==> config.mk <==
export PLATFORM = sky130hd
export DESIGN_NAME = gps_sample_packer
export DESIGN_NICKNAME = d
export VERILOG_FILES = /design/src/rtl/gps_bridge_pkg.sv /design/src/rtl/gps_byte_fifo.sv /design/src/rtl/gps_sync_2ff.sv /design/src/rtl/gps_sample_packer.sv
export SDC_FILE = /design/constraint.sdc
export NUM_CORES = 1
export LEC_CHECK = 0
export ABC_AREA = 1
export CAP_MARGIN = 5
export CORE_UTILIZATION = 40
export DETAILED_ROUTE_END_ITERATION = 10
export MAX_ROUTING_LAYER = met4
export REMOVE_ABC_BUFFERS = 1
export SLEW_MARGIN = 20
export SYNTH_ARGS = -nofsm -noshare
export SYNTH_HDL_FRONTEND = slang
export SYNTH_SLANG_ARGS = --single-unit
==> constraint.sdc <==
create_clock -name GPS_CLK_4_092 -period 2.6 [get_ports GPS_CLK_4_092]
set_input_delay 0.52 -clock GPS_CLK_4_092 [delete_from_list [all_inputs] [get_ports GPS_CLK_4_092]]
set_output_delay 0.52 -clock GPS_CLK_4_092 [all_outputs]
set_load 0.05 [all_outputs]
==> src/rtl/gps_bridge_pkg.sv <==
// Shared constants and types for the GPS-to-MCU sample bridge.
// Nibble bit positions, sample/byte widths and handshake idle level live here.
package gps_bridge_pkg;

    localparam int SAMPLE_W = 4;
    localparam int BYTE_W   = 8;

    localparam int IQ_Q0 = 0;
    localparam int IQ_Q1 = 1;
    localparam int IQ_I0 = 2;
    localparam int IQ_I1 = 3;

    localparam logic HS_IDLE = 1'b0;

    typedef enum logic {
        PH_HI = 1'b0,
        PH_LO = 1'b1
    } phase_e;

    function automatic logic [SAMPLE_W-1:0] pack_nibble(input logic i1, input logic i0,
                                                        input logic q1, input logic q0);
        logic [SAMPLE_W-1:0] n;
        n        = '0;
        n[IQ_I1] = i1;
        n[IQ_I0] = i0;
        n[IQ_Q1] = q1;
        n[IQ_Q0] = q0;
        return n;
    endfunction

endpackage

==> src/rtl/gps_byte_fifo.sv <==
// Single-clock byte FIFO; caller only pushes when not full (or popping) and pops when not empty.
module gps_byte_fifo #(
    parameter int DEPTH = 4,
    parameter int W     = 8,
    parameter int AW    = $clog2(DEPTH)
) (
    input  logic         GPS_CLK_4_092,
    input  logic         RESET_N,
    input  logic         push,
    input  logic [W-1:0] wdata,
    input  logic         pop,
    output logic [W-1:0] rdata,
    output logic         full,
    output logic         empty
);

    logic [DEPTH-1:0][W-1:0] mem;
    logic [AW-1:0]           wr_ptr;
    logic [AW-1:0]           rd_ptr;
    logic [AW:0]             count;

    assign rdata = mem[rd_ptr];
    assign full  = (count == (AW+1)'(DEPTH));
    assign empty = (count == '0);

    // Depth is a power of two, so pointer wrap is the natural overflow of AW bits.
    always_ff @(posedge GPS_CLK_4_092 or negedge RESET_N) begin
        if (!RESET_N) begin
            mem    <= '0;
            wr_ptr <= '0;
            rd_ptr <= '0;
            count  <= '0;
        end else begin
            if (push) begin
                mem[wr_ptr] <= wdata;
                wr_ptr      <= wr_ptr + AW'(1);
            end
            if (pop) begin
                rd_ptr <= rd_ptr + AW'(1);
            end
            case ({push, pop})
                2'b10:   count <= count + (AW+1)'(1);
                2'b01:   count <= count - (AW+1)'(1);
                default: count <= count;
            endcase
        end
    end

endmodule

==> src/rtl/gps_sync_2ff.sv <==
// Two-flop synchronizer cell for single-bit signals entering the GPS clock domain.
module gps_sync_2ff (
    input  logic GPS_CLK_4_092,
    input  logic RESET_N,
    input  logic d,
    output logic q
);

    logic meta;

    always_ff @(posedge GPS_CLK_4_092 or negedge RESET_N) begin
        if (!RESET_N) begin
            meta <= 1'b0;
            q    <= 1'b0;
        end else begin
            meta <= d;
            q    <= meta;
        end
    end

endmodule

==> src/rtl/gps_sample_packer.sv <==
// Packs I/Q nibbles into bytes, buffers them and offers each to the MCU side
// over a toggle req/ack handshake, counting bytes lost to overflow.
module gps_sample_packer
    import gps_bridge_pkg::*;
#(
    parameter int FIFO_DEPTH = 4,
    parameter int CNT_W      = 16
) (
    input  logic              GPS_CLK_4_092,
    input  logic              RESET_N,
    input  logic              GPS_I0,
    input  logic              GPS_I1,
    input  logic              GPS_Q0,
    input  logic              GPS_Q1,
    input  logic              ENABLE,
    input  logic              ACK_TOGGLE,
    output logic [BYTE_W-1:0] DATA_OUT,
    output logic              REQ_TOGGLE,
    output logic              OVERFLOW,
    output logic [CNT_W-1:0]  DROP_COUNT
);

    logic                en_s;
    logic                ack_s;
    logic                en_d;
    logic                en_rise;
    logic [SAMPLE_W-1:0] nibble;
    logic [SAMPLE_W-1:0] hi_q;
    phase_e              phase_q;
    phase_e              phase_d;
    logic                hi_load;
    logic                push_try;
    logic                push_ok;
    logic                drop;
    logic                pending;
    logic                pop;
    logic                full;
    logic                empty;
    logic [BYTE_W-1:0]   head;

    gps_sync_2ff u_sync [1:0] (
        .GPS_CLK_4_092 (GPS_CLK_4_092),
        .RESET_N       (RESET_N),
        .d             ({ACK_TOGGLE, ENABLE}),
        .q             ({ack_s, en_s})
    );

    assign nibble  = pack_nibble(GPS_I1, GPS_I0, GPS_Q1, GPS_Q0);
    assign en_rise = en_s && !en_d;
    assign pending = (REQ_TOGGLE != ack_s);
    assign pop     = !pending && !empty;
    // A pop in the same cycle frees the slot, so a full FIFO still accepts.
    assign push_ok = push_try && (!full || pop);
    assign drop    = push_try && !push_ok;

    always_comb begin
        phase_d  = phase_q;
        hi_load  = 1'b0;
        push_try = 1'b0;
        if (!en_s) begin
            phase_d = PH_HI;
        end else begin
            case (phase_q)
                PH_HI: begin
                    hi_load = 1'b1;
                    phase_d = PH_LO;
                end
                PH_LO: begin
                    push_try = 1'b1;
                    phase_d  = PH_HI;
                end
                default: phase_d = PH_HI;
            endcase
        end
    end

    always_ff @(posedge GPS_CLK_4_092 or negedge RESET_N) begin
        if (!RESET_N) begin
            phase_q <= PH_HI;
            en_d    <= 1'b0;
            hi_q    <= '0;
        end else begin
            phase_q <= phase_d;
            en_d    <= en_s;
            if (hi_load) begin
                hi_q <= nibble;
            end else if (!en_s) begin
                hi_q <= '0;
            end
        end
    end

    gps_byte_fifo #(
        .DEPTH (FIFO_DEPTH),
        .W     (BYTE_W)
    ) u_fifo (
        .GPS_CLK_4_092 (GPS_CLK_4_092),
        .RESET_N       (RESET_N),
        .push          (push_ok),
        .wdata         ({hi_q, nibble}),
        .pop           (pop),
        .rdata         (head),
        .full          (full),
        .empty         (empty)
    );

    always_ff @(posedge GPS_CLK_4_092 or negedge RESET_N) begin
        if (!RESET_N) begin
            DATA_OUT   <= '0;
            REQ_TOGGLE <= HS_IDLE;
        end else if (pop) begin
            DATA_OUT   <= head;
            REQ_TOGGLE <= ~REQ_TOGGLE;
        end
    end

    // Statistics restart on each capture session.
    always_ff @(posedge GPS_CLK_4_092 or negedge RESET_N) begin
        if (!RESET_N) begin
            OVERFLOW   <= 1'b0;
            DROP_COUNT <= '0;
        end else if (en_rise) begin
            OVERFLOW   <= 1'b0;
            DROP_COUNT <= '0;
        end else if (drop) begin
            OVERFLOW <= 1'b1;
            if (DROP_COUNT != '1) begin
                DROP_COUNT <= DROP_COUNT + CNT_W'(1);
            end
        end
    end

endmodule

==> results.toml <==
[setup_path]
critical_path_arrival_ps = 1670
critical_path.slowest_cell = "clkdlybuf4s50_1"
cp_cell_sequence = "clkdlybuf4s50_1"
reg2reg_setup_slack_ps = 710
timing.critical_path.to_type = "output pin"
crit_required_ps = 2080
start_kind = "flip-flop"
critPathTopFamily = "buffers and inverters"
crit_fanout = 7
cp_num_buf_inv = 1
path_class = "reg -> out"
critical-path-max-stage-delay_ps = 850

[die]
full_die_area_sq_mm = 0.00937
placementRows = 34
ios = 34
die-width_microns = 96.8
initial_utilization_pct = 41.2
fp.dieH_microns = 96.8
placeable_core_region_sq_mm = 0.00872

[logic_synthesis]
synth_compound_area_share_pct = 14.0
muxShareOfSynthArea_pct = 0
most_used_flip_flop_cell_after_synthesis = "dfrtp_1"
cell_area_after_synthesis_sq_mm = 0.00359
synthesis.instances = 430
synth-async-reset-ratio_pct = 100
number_of_flops_mapped_to_enable_cells_by_yosys = 0
synth_area_per_cell_sq_um = 8.36
synth_adder_area_share_pct = 2.65
synth.top_cell.area_share_pct = 52.2
post_synthesis_xor_xnor_area_fraction_pct = 1.46
synth.top_cells.by_count = "123 x nand2_1, 75 x dfrtp_1, 47 x inv_1"
yosysTopAreaCell = "dfrtp_1"
synth_top_cells_by_area = "dfrtp_1 52%, nand2_1 13%, o21ai_0 6.3%"
post_synth_and_or_nand_nor_area_fraction_pct = 22.6
ys_warn_count = 0
synthDistinctLibCells = 30
sequential_fraction_of_the_synthesis_area_pct = 52.2
most_frequently_used_cell_type_in_the_post_synthesis_netlist = "nand2_1"
main_combinational_cell_family_by_area_after_synthesis = "simple AND/OR/NAND/NOR gates"
number_of_synthesized_register_bits = 75

[sta]
worst_slew_pin_slew_ps = 697
hold_violations = 0
finClkSkew_ps = 6.95
fin_crit_sh_pct = 84.1
hold_ws_ps = 152
setup_total_negative_slack_ps = 0
finalMaxSlewViolations = 0
timing.slew.headroom_pct = 53.4
setup_repair_after_global_routing_missed_its_margin = "false"
fin_crit_ps = 2190
fmax_mhz = 457
setup-violations-final = 0

[placement]
dp_hpwl_microns = 5370
place.port_buffers = 33
globalplace.congestion = 0.814

[final_layout]
drive_above_1_share_pct = 8.90
nFillCells = 825
area_growth_syn_to_layout_pct = 18.1
finalNetCount = 482
diodes = 0
finalCoreUtilization_pct = 48.7
register_area_sq_mm = 0.00188
footprint_of_the_multi_input_gates_sq_mm = 0.00146

[route]
routed_wire_per_std_cell_microns = 13.7
detail_route.vias_per_cell = 4.93
drt_first_pass_iters = 4
detail_route.wirelength_microns = 7940
initialDrtViolationCount = 185
dr_total_vias = 2860
drtAntennaViolNets = 0
drcViolationCount = 0

[clocking]
post_cts_buffers = 0
tritoncts_num_sinks = 75
clk_transition_reported_paths_ps = 80
insertion_delay_ps = 340
numCtsBuffers = 9
cts_max_path_buffers = 2
cts_root_buf = "clkbuf_8"
ctsHtreeMaxLevel = 3
ctsHoldBuffers = 0
tritoncts = "yes"
cts_resized = 0

[grt]
grt-ovfl-total = 0
grt_pass1_wl_microns = 13600
gr-usage-met3_pct = 3.68
largest_net_degree_at_the_start_of_global_routing = 43
groute.layer.met2.usage_pct = 26.8
grt_antenna_before_repair = 0
global_route.usage.met1_pct = 26.6
grt_usage_pct = 18.7
most_crowded_layer_after_global_routing = "met2"
grt_pass1_vias = 2758

[power]
power_density_mw_per_mm2 = 986
static-leakage-power_nw = 1.93
ir_drop_uv = 468

[job]
maxCapViolCount = 0

[hold_path]
timing.hold.worst.class = "in -> async"

[status]
outcome = "finished clean"
## report_power, final
| part | switching (mW) | internal (mW) |
|---|---|---|
| registers | 0.244 | 1.54 |
| clock network | 0.443 | 0.537 |
| logic | 0.924 | 0.498 |
| total | 1.61 | 2.57 |
## metal layers
layer	wire [microns]	up-vias
met5	0	-
met4	110	0
met3	215	10
met2	3560	46
met1	4060	1353
li1	-	1451
## cells in the final DEF, fill, tap and decap left out, drive strengths merged
master / count
nand3: 17
bufinv: 2
a21oi: 10
nor3: 3
nand4: 3
clkinvlp: 3
o21a: 1
a22o: 4
inv: 49
a31oi: 8
clkbuf: 9
o21ai: 57
nand2: 128
buf: 6
nand3b: 1
o211ai: 8
ha: 6
clkdlybuf4s50: 32
dfrtp: 75
xor2: 5
nor2: 38
or2: 2
clkinv: 3
xnor2: 1
fa: 1
## kinds of logic (layout without fill, tap and decap cells)
kind of cell             Yosys count  in the layout
XOR/XNOR                           6              6
buffers and inverters             62            104
AO/OA/AOI/OAI                     88             88
flip-flops                        75             75
adder cells (fa/ha/maj)            7              7
AND/OR/NAND/NOR                  192            192
## final timing paths
kind | start | endpoint | depth (start not counted)
max in group asynchronous | RESET_N | DATA_OUT[6]$_DFFE_PN0P_ | 2
hold reg to reg | u_sync[0].meta$_DFF_PN0_ | u_sync[0].q$_DFF_PN0_ | 0
setup / recovery | DROP_COUNT[7]$_DFFE_PN0P_ | DROP_COUNT[7] | 1
setup reg to reg | u_fifo.count[0]$_DFFE_PN0P_ | u_fifo.count[2]$_DFFE_PN0P_ | 11
min in group GPS_CLK_4_092 | u_sync[0].meta$_DFF_PN0_ | u_sync[0].q$_DFF_PN0_ | 0
hold / removal | RESET_N | DATA_OUT[7]$_DFFE_PN0P_ | 1
## per-stage QoR
stage / power [mW] / cell area (sq um) / setup slack (ps) / std cells
floorplan: 2.74 / 3530 / 328 / 418
global placement: 3.20 / 4030 / 743 / 564
detailed placement: 3.23 / 4030 / 710 / 564
CTS: 4.23 / 4240 / 411 / 580
global route: 4.48 / 4240 / 356 / 580
finish: 4.18 / 4240 / 412 / 580
## layout make-up
type	instances	share of cell area [%]
Clock buffer	9	2.92
Sequential cell	75	44.2
Tap cell	108	3.18
Inverter	50	4.42
Timing Repair Buffer	38	8.61
Clock inverter	7	2.18
Multi-Input combinational cell	293	34.5
## registers in the layout, summed over array words and instances, names as in the netlist
register,flops
DATA_OUT,8
u_sync.q,2
en_d,1
REQ_TOGGLE,1
u_fifo.wr_ptr,2
u_fifo.rd_ptr,2
u_fifo.mem,32
OVERFLOW,1
hi_q,4
u_fifo.count,3
u_sync.meta,2
DROP_COUNT,16
phase_q,1
(Power assumes the default switching activity.)
